[src/rtl/alu_pkg.sv]
// Shared constants and types for the operand-fetch / ALU boundary.
// Opcode values mirror the ALU's opcode definitions; OP_NOTHING marks an empty slot.
package alu_pkg;

    localparam int unsigned XLEN   = 64;
    localparam int unsigned NREG   = 32;
    localparam int unsigned OPC_W  = 11;
    localparam int unsigned REG_AW = $clog2(NREG);

    localparam logic [OPC_W-1:0] OP_NOTHING = 11'd0;
    localparam logic [OPC_W-1:0] OP_ADD     = 11'd1;
    localparam logic [OPC_W-1:0] OP_SUB     = 11'd2;
    localparam logic [OPC_W-1:0] OP_AND     = 11'd3;
    localparam logic [OPC_W-1:0] OP_OR      = 11'd4;
    localparam logic [OPC_W-1:0] OP_XOR     = 11'd5;
    localparam logic [OPC_W-1:0] OP_SLL     = 11'd6;
    localparam logic [OPC_W-1:0] OP_SRL     = 11'd7;
    localparam logic [OPC_W-1:0] OP_SRA     = 11'd8;
    localparam logic [OPC_W-1:0] OP_SLT     = 11'd9;
    localparam logic [OPC_W-1:0] OP_SLTU    = 11'd10;

    localparam logic [3:0] TYPE_RTYPE = 4'd1;
    localparam logic [3:0] TYPE_ITYPE = 4'd2;

    typedef struct packed {
        logic              valid;
        logic [REG_AW-1:0] rd;
        logic [OPC_W-1:0]  opcode;
        logic [XLEN-1:0]   value1;
        logic [XLEN-1:0]   value2;
        logic [31:0]       immediate;
        logic [5:0]        shamt;
        logic [3:0]        instr_type;
    } exec_slot_t;

    // Slot holds an instruction that will produce a register result.
    function automatic logic slot_writes(exec_slot_t s);
        return s.valid && (s.rd != '0) && (s.opcode != OP_NOTHING);
    endfunction

endpackage

[src/rtl/regfile.sv]
// Integer register file: two combinational read ports, one synchronous write port,
// a debug read port, x0 hardwired to zero.
module regfile
    import alu_pkg::*;
(
    input  logic              clk_i,
    input  logic              reset_i,
    input  logic              we_i,
    input  logic [REG_AW-1:0] waddr_i,
    input  logic [XLEN-1:0]   wdata_i,
    input  logic [REG_AW-1:0] raddr1_i,
    output logic [XLEN-1:0]   rdata1_o,
    input  logic [REG_AW-1:0] raddr2_i,
    output logic [XLEN-1:0]   rdata2_o,
    input  logic [REG_AW-1:0] dbg_addr_i,
    output logic [XLEN-1:0]   dbg_data_o
);

    logic [XLEN-1:0] rf_q [NREG];

    always_ff @(posedge clk_i) begin
        if (reset_i) begin
            for (int i = 0; i < NREG; i++) begin
                rf_q[i] <= '0;
            end
        end else if (we_i && (waddr_i != '0)) begin
            rf_q[waddr_i] <= wdata_i;
        end
    end

    assign rdata1_o   = (raddr1_i == '0)   ? '0 : rf_q[raddr1_i];
    assign rdata2_o   = (raddr2_i == '0)   ? '0 : rf_q[raddr2_i];
    assign dbg_data_o = (dbg_addr_i == '0) ? '0 : rf_q[dbg_addr_i];

endmodule

[src/rtl/operand_fetch.sv]
// Issue stage ahead of the ALU: register read with execute-slot bypass, the ALU input
// register, writeback of the ALU result on retire, and a retired-instruction counter.
module operand_fetch
    import alu_pkg::*;
(
    input  logic              clk,
    input  logic              reset,
    input  logic              in_valid,
    output logic              in_ready,
    input  logic [OPC_W-1:0]  in_opcode,
    input  logic [3:0]        in_instr_type,
    input  logic [REG_AW-1:0] in_rs1,
    input  logic [REG_AW-1:0] in_rs2,
    input  logic [REG_AW-1:0] in_rd,
    input  logic [31:0]       in_immediate,
    input  logic [5:0]        in_shamt,
    input  logic              stall,
    output logic [OPC_W-1:0]  alu_opcode,
    output logic [XLEN-1:0]   alu_value1,
    output logic [XLEN-1:0]   alu_value2,
    output logic [31:0]       alu_immediate,
    output logic [5:0]        alu_shamt,
    output logic [3:0]        alu_instr_type,
    input  logic [XLEN-1:0]   alu_result,
    input  logic [REG_AW-1:0] dbg_addr,
    output logic [XLEN-1:0]   dbg_data,
    output logic [63:0]       retire_count
);

    exec_slot_t      slot_q, slot_d;
    logic [63:0]     retire_count_q;
    logic [XLEN-1:0] rf_rdata1, rf_rdata2;
    logic [XLEN-1:0] src1_val, src2_val;
    logic            accept;
    logic            wb_en;

    assign in_ready = !stall;
    assign accept   = in_valid && !stall;
    assign wb_en    = !reset && !stall && slot_writes(slot_q);

    regfile u_regfile (
        .clk_i      (clk),
        .reset_i    (reset),
        .we_i       (wb_en),
        .waddr_i    (slot_q.rd),
        .wdata_i    (alu_result),
        .raddr1_i   (in_rs1),
        .rdata1_o   (rf_rdata1),
        .raddr2_i   (in_rs2),
        .rdata2_o   (rf_rdata2),
        .dbg_addr_i (dbg_addr),
        .dbg_data_o (dbg_data)
    );

    // The producer in execute writes on the same edge we read, so forward its result.
    always_comb begin
        src1_val = rf_rdata1;
        src2_val = rf_rdata2;
        if (in_rs1 == '0) begin
            src1_val = '0;
        end else if (slot_writes(slot_q) && (slot_q.rd == in_rs1)) begin
            src1_val = alu_result;
        end
        if (in_rs2 == '0) begin
            src2_val = '0;
        end else if (slot_writes(slot_q) && (slot_q.rd == in_rs2)) begin
            src2_val = alu_result;
        end
    end

    always_comb begin
        slot_d        = '0;
        slot_d.opcode = OP_NOTHING;
        if (accept) begin
            slot_d.valid      = 1'b1;
            slot_d.rd         = in_rd;
            slot_d.opcode     = in_opcode;
            slot_d.value1     = src1_val;
            slot_d.value2     = src2_val;
            slot_d.immediate  = in_immediate;
            slot_d.shamt      = in_shamt;
            slot_d.instr_type = in_instr_type;
        end
    end

    always_ff @(posedge clk) begin
        if (reset) begin
            slot_q         <= '0;
            slot_q.opcode  <= OP_NOTHING;
            retire_count_q <= '0;
        end else if (!stall) begin
            slot_q <= slot_d;
            if (slot_q.valid) begin
                retire_count_q <= retire_count_q + 64'd1;
            end
        end
    end

    assign alu_opcode     = slot_q.opcode;
    assign alu_value1     = slot_q.value1;
    assign alu_value2     = slot_q.value2;
    assign alu_immediate  = slot_q.immediate;
    assign alu_shamt      = slot_q.shamt;
    assign alu_instr_type = slot_q.instr_type;
    assign retire_count   = retire_count_q;

endmodule

[config.mk]
export PLATFORM = sky130hd
export DESIGN_NAME = operand_fetch
export DESIGN_NICKNAME = d
export VERILOG_FILES = /design/src/rtl/alu_pkg.sv /design/src/rtl/regfile.sv /design/src/rtl/operand_fetch.sv
export SDC_FILE = /design/constraint.sdc
export NUM_CORES = 2
export LEC_CHECK = 0
export CAP_MARGIN = 0
export CELL_PAD_IN_SITES_DETAIL_PLACEMENT = 0
export CELL_PAD_IN_SITES_GLOBAL_PLACEMENT = 1
export CORE_MARGIN = 3
export CORE_UTILIZATION = 30
export DETAILED_ROUTE_END_ITERATION = 16
export HOLD_SLACK_MARGIN = 0.06
export PLACE_DENSITY_LB_ADDON = 0.12
export REMOVE_ABC_BUFFERS = 1
export SLEW_MARGIN = 20
export SYNTH_ARGS = -nofsm -noshare
export SYNTH_HDL_FRONTEND = slang
export SYNTH_SLANG_ARGS = --single-unit
[constraint.sdc]
create_clock -name clk -period 7.63 [get_ports clk]
set_input_delay 0.763 -clock clk [delete_from_list [all_inputs] [get_ports clk]]
set_output_delay 0.763 -clock clk [all_outputs]
set_load 0.01 [all_outputs]
### Word-level counts from Yosys, hierarchy flattened

Memory sizes are Yosys's and may differ from the RTL's.
Cells that the tools add are included.

| word-level totals | value |
|---|---|
| flip-flop bits (word level) | 251 |
| memory bits (writable) | 2048 |
| input bits | 141 |
| output and inout port bits | 310 |
| word-level logic and storage cells | 45 |
| memories | 1 |

| cells by class | value |
|---|---|
| $add $sub $neg | 1 |
| equal/unequal tests | 2 |
| muxes and demuxes | 14 |
| bitwise logic cells | 1 |
| reduce and logical (&&, ||, !) cells | 17 |

Memory list:

| memory | depth | bits a word | rd ports | clocked after memory_dff | write ports | line | text |
|---|---|---|---|---|---|---|---|
| u_regfile.rf_q | 32 | 64 | 3 | 0 | 32 | regfile.sv:19 | `logic [XLEN-1:0] rf_q [NREG];` |

Operators with widths:

| cell | count |
|---|---|
| 64-bit 2-to-1 mux | 6 |
| 187-bit 2-to-1 mux | 1 |
| 64-bit by 1-bit adder with 64-bit output, second input constant | 1 |
| 64-bit OR reduction | 1 |
| 5-bit zero test | 3 |
| 11-bit nonzero test | 1 |
| 5-bit == test | 2 |
| 1-bit logical AND | 8 |
| 1-bit 2-to-1 mux | 6 |
| 5-bit 2-to-1 mux | 1 |
| 5-bit nonzero test | 1 |
| 1-bit zero test | 2 |
| 2-bit AND reduction | 1 |
| 1-bit NOT | 1 |

### Longest topological paths before layout

| depth | value |
|---|---|
| depth in word-level cells | 10 |
| mapped depth | 11 |
| mapped depth without buffers | 6 |

### Cells and area by module

Synthesis repeated with hierarchy kept, for this count alone.

| second synthesis, totals | value |
|---|---|
| cells, all modules | 9527 |
| area total of the unflattened synthesis | 136420.8 µm² |

Modules (own cells, without submodules):

| module | instances | cells an instance | area an instance (µm²) | seq. area each (µm²) |
|---|---|---|---|---|
| regfile | 1 | 8195 | 124618.3 | 61499.0 |
| operand_fetch | 1 | 1332 | 11802.6 | 5024.8 |

### Worst setup path before layout

No wires, ideal clock.

| path | value |
|---|---|
| path type | input -> output |
| from | in dbg_addr[0] |
| to | out dbg_data[31] |
| arrival | 2.841 ns |
| required time | 6.867 ns |
| path slack | 4.026 ns |
| cell stages on the path | 7 |
| buffers on the path | 3 |
| cell sequence | buf_2 > buf_2 > buf_1 > mux4_2 > mux4_2 > mux2i_1 > nor2_1 |

| between the ends | value |
|---|---|
| longest elaborated chain between the ends | 2 |
| elaborated cells on any way between the ends | 3 |
| classes of those cells | mux: 1; reduce/logical: 1; memory: 1 |

RTL lines:

| item | line | text |
|---|---|---|
| start: declaration | operand_fetch.sv:25 | `input logic [REG_AW-1:0] dbg_addr,` |
| memory read 32 x 64 bit or 5-bit zero test (tied branches) | n/a |  |
| 64-bit 2-to-1 mux * | regfile.sv:33 | `assign dbg_data_o = (dbg_addr_i == '0) ? '0 : rf_q[dbg_addr_i];` |
| end: declaration | operand_fetch.sv:26 | `output logic [XLEN-1:0] dbg_data,` |

Mark *: on every way between the ends. The rest lies on a longest branch, timed or not.

### Worst setup path in the final report

| path | value |
|---|---|
| from | in dbg_addr[0] |
| to | out dbg_data[30] |

The elaborated chain is that of the path after synthesis.

==> impl_metrics.toml <==
[power]
totalPowerFinal_mw = 33.15
ir_drop_mv = 0.1742
powerDensity_nw_per_um2 = 212.6
power.leakage_nw = 52.84

[floorplanning]
ios = 451
start_util_pct = 30.24
coreArea_sq_um = 450900
die_h_microns = 680.2
die_area_sq_um = 462600
die_w_microns = 680.2
num_rows = 246

[min_path]
hold_depth = 3
hp-start = "stall"
min_to = "alu_instr_type[0]"
hold_class = "in2reg"

[synthesis]
synthMuxAreaShare_pct = 31.55
syn_area_per_cell_sq_um = 15.33
synth.largest_area_cell = "edfxtp_1"
synth_top_area_share_pct = 45.10
synth_commonest_cells = "2,048 x edfxtp_1, 1,986 x and2_1, 1,845 x mux4_2"
ys_seq_area_share_pct = 48.79
synth_simple_gate_area_share_pct = 11.85
synthFlopType = "edfxtp_1"
syn_inst = 8894
ys_top_cells_by_area = "edfxtp_1 45%, mux4_2 30%, and2_1 9.1%"
synth-edff-count = 2048
ys_warn_count = 0
ys_seq_elements = 2299
synth_compound_area_share_pct = 3.082
post-synth-top-count-cell = "edfxtp_1"
synth_top_family_by_area = "multiplexers"
syn_area_sq_um = 136400
async_flop_share_pct = 0
yosysUniqueCellTypes = 68
synthXorXnorAreaFrac_pct = 0.2055
synth_fa_ha_area_share_pct = 0.009176

[clocking]
cts_hold_buf = 0
cts.sinks = 2299
numCtsBuffers = 300
clk_latency_ns = 0.96
clockRootBuffer = "clkbuf_16"
cts_setup_buffers = 0
post_cts_resized = 0
cts_max_level = 5
clock_path_buffers = 4
tritoncts = "done"
path_clk_slew_ns = 0.06

[sta]
slew_viol_final = 0
period_needed_ns = 5.284
skew_ns = 0.07333
hold_viol = 0
setup_violations = 0
tns_ns = 0
slew_headroom_pct = 17.23
finalCritPeriodShare_pct = 69.25
tightest_slew_ns = 1.242
rsz0062_at_grt = "no"
clock.fmax_mhz = 189.3

[critical_path]
cp.arrival_ns = 4.52
path_cells = "buf_8 -> buf_12 -> buf_4 -> mux4_2 -> mux4_2 -> mux2i_1 -> nor2_1 -> clkdlybuf4s50_1"
reg2reg_depth = 6
cpMostUsedCell = "mux4_2"
reg2reg_slack_ns = 3.02
worstPathRequired_ns = 6.87
end_kind = "output pin"
r2r_end = "u_regfile.rf_q[25][29]"
cp_top_family = "buffers and inverters"
critPathKind = "in2out"
cp.buffers_inverters = 4
r2r_start = "slot_q[186]"
worst_path_max_delay_cell = "mux4_2"
worst-path-max-fanout = 50
cpPeakStageDelay_ns = 0.56
startpoint_type = "primary input"

[global_routing]
grt_use_total_pct = 26.76
grt_pass1_wl_mm = 845.6
grt_pass1_vias = 90462
grt_remaining_overflow = 0
grt_max_degree = 101
antenna_found_initial = 83

[cells_and_area]
drive_above_1_share_pct = 29.62
syn2layout_area_growth_pct = 14.32
fin_nets = 8902

[outcome]
status = "finished, violations left"
violations = "antenna violations"

[route]
first_pass_iters = 5
via_count = 90467
ant_nets = 1
drt_iter0_drc = 12200
drc = 0
viasPerCell = 6.016
wirelength_mm = 628.0
detail_route.wl_per_cell_microns = 41.76

[run]
drv_cap = 0

[placement]
place_hpwl_mm = 341.8
place_congestion = 0.7965
io_buffers = 450
[worst register-to-register path: stages, from the launching register on]
cell      delay, ns
dfxtp_1        0.52
nand2b_1       0.33
nor3_1         0.33
nand3_1        0.71
nor2_4         0.93
or2_4          0.75
buf_12         0.56
[metrics by stage]
step / util (%) / hold slack, ns / std cells / worst slack, ns / cell area, sq um
2_1_floorplan: - / 0.4925 / 7757 / -1.693 / 130900
3_3_place_gp: 32.41 / 0.4749 / 14408 / 2.360 / 146200
3_5_place_dp: 32.41 / 0.4993 / 14410 / 2.325 / 146100
4_1_cts: 34.55 / 0.08747 / 14962 / 2.310 / 155800
5_1_grt: 34.53 / 0.1493 / 14974 / 2.187 / 155700
6_report: 34.57 / 0.1813 / 15038 / 2.346 / 155900
[placed cells by master (no fill, tap or decap), types with 134 or more instances in the layout]
cell             synthesis  final
clkdlybuf4s50_1          0    403
nor2_1                 170    137
dfxtp_1                251    251
nand2_1                193    190
buf_4                  205    175
inv_1                  134    134
and2_1                1986   1986
edfxtp_1              2048   2048
clkbuf_16                0    312
mux4_2                1845   1845
o31ai_1                137    136
[per-layer routing]
metal,vias up,part of all wire [%],global-route usage [%]
met4,16,3.6,9.681
li1,34780,-,-
met5,-,0.017,0
met3,965,8.0,4.377
met2,5292,48,43.61
met1,49414,40,36.02
[how the worst max path moves through the flow]
stage                         end  slack, ns         from  depth (start not counted)
floorplan           alu_value2[0]      -1.69    in_rs2[3]                          5
global placement     dbg_data[11]       2.36  dbg_addr[0]                          7
detailed placement   dbg_data[11]       2.33  dbg_addr[0]                          7
CTS                  dbg_data[11]       2.31  dbg_addr[0]                          7
global route         dbg_data[31]       2.19  dbg_addr[0]                          8
finish               dbg_data[30]       2.35  dbg_addr[0]                          8
[logic make-up after synthesis]
logic type | after synthesis
simple gates | 2700
flops | 2299
mux | 1985
buf+inv | 1336
compound gates | 540
xor+xnor | 32
fa+ha+maj | 1
other cells | 1
[where the power goes]
group	leakage, nW	total [mW]	internal, mW	switching [mW]
Sequential	23.1	14.5	14.1	0.381
Combinational	25.0	4.30	1.89	2.41
Clock	4.72	14.3	8.35	5.99
[final cells by class]
cell class	instances	area (sq um)
fillers	42647	295000
clock inverters	140	1212
multi-input cells	5322	64320
flip-flops and latches	2299	66520
inverters	136	518.0
diodes	76	190.2
repair buffers	701	7239
well taps	5952	7447
clock buffers	412	8433
[registers in the layout, indices dropped and copies added (netlist names)]
name / cells
alu_opcode: 11
slot_q: 6
alu_value1: 64
alu_value2: 64
alu_shamt: 6
alu_immediate: 32
u_regfile.rf_q: 2048
alu_instr_type: 4
retire_count: 64
Note: power is estimated with default switching activity, not from simulation.
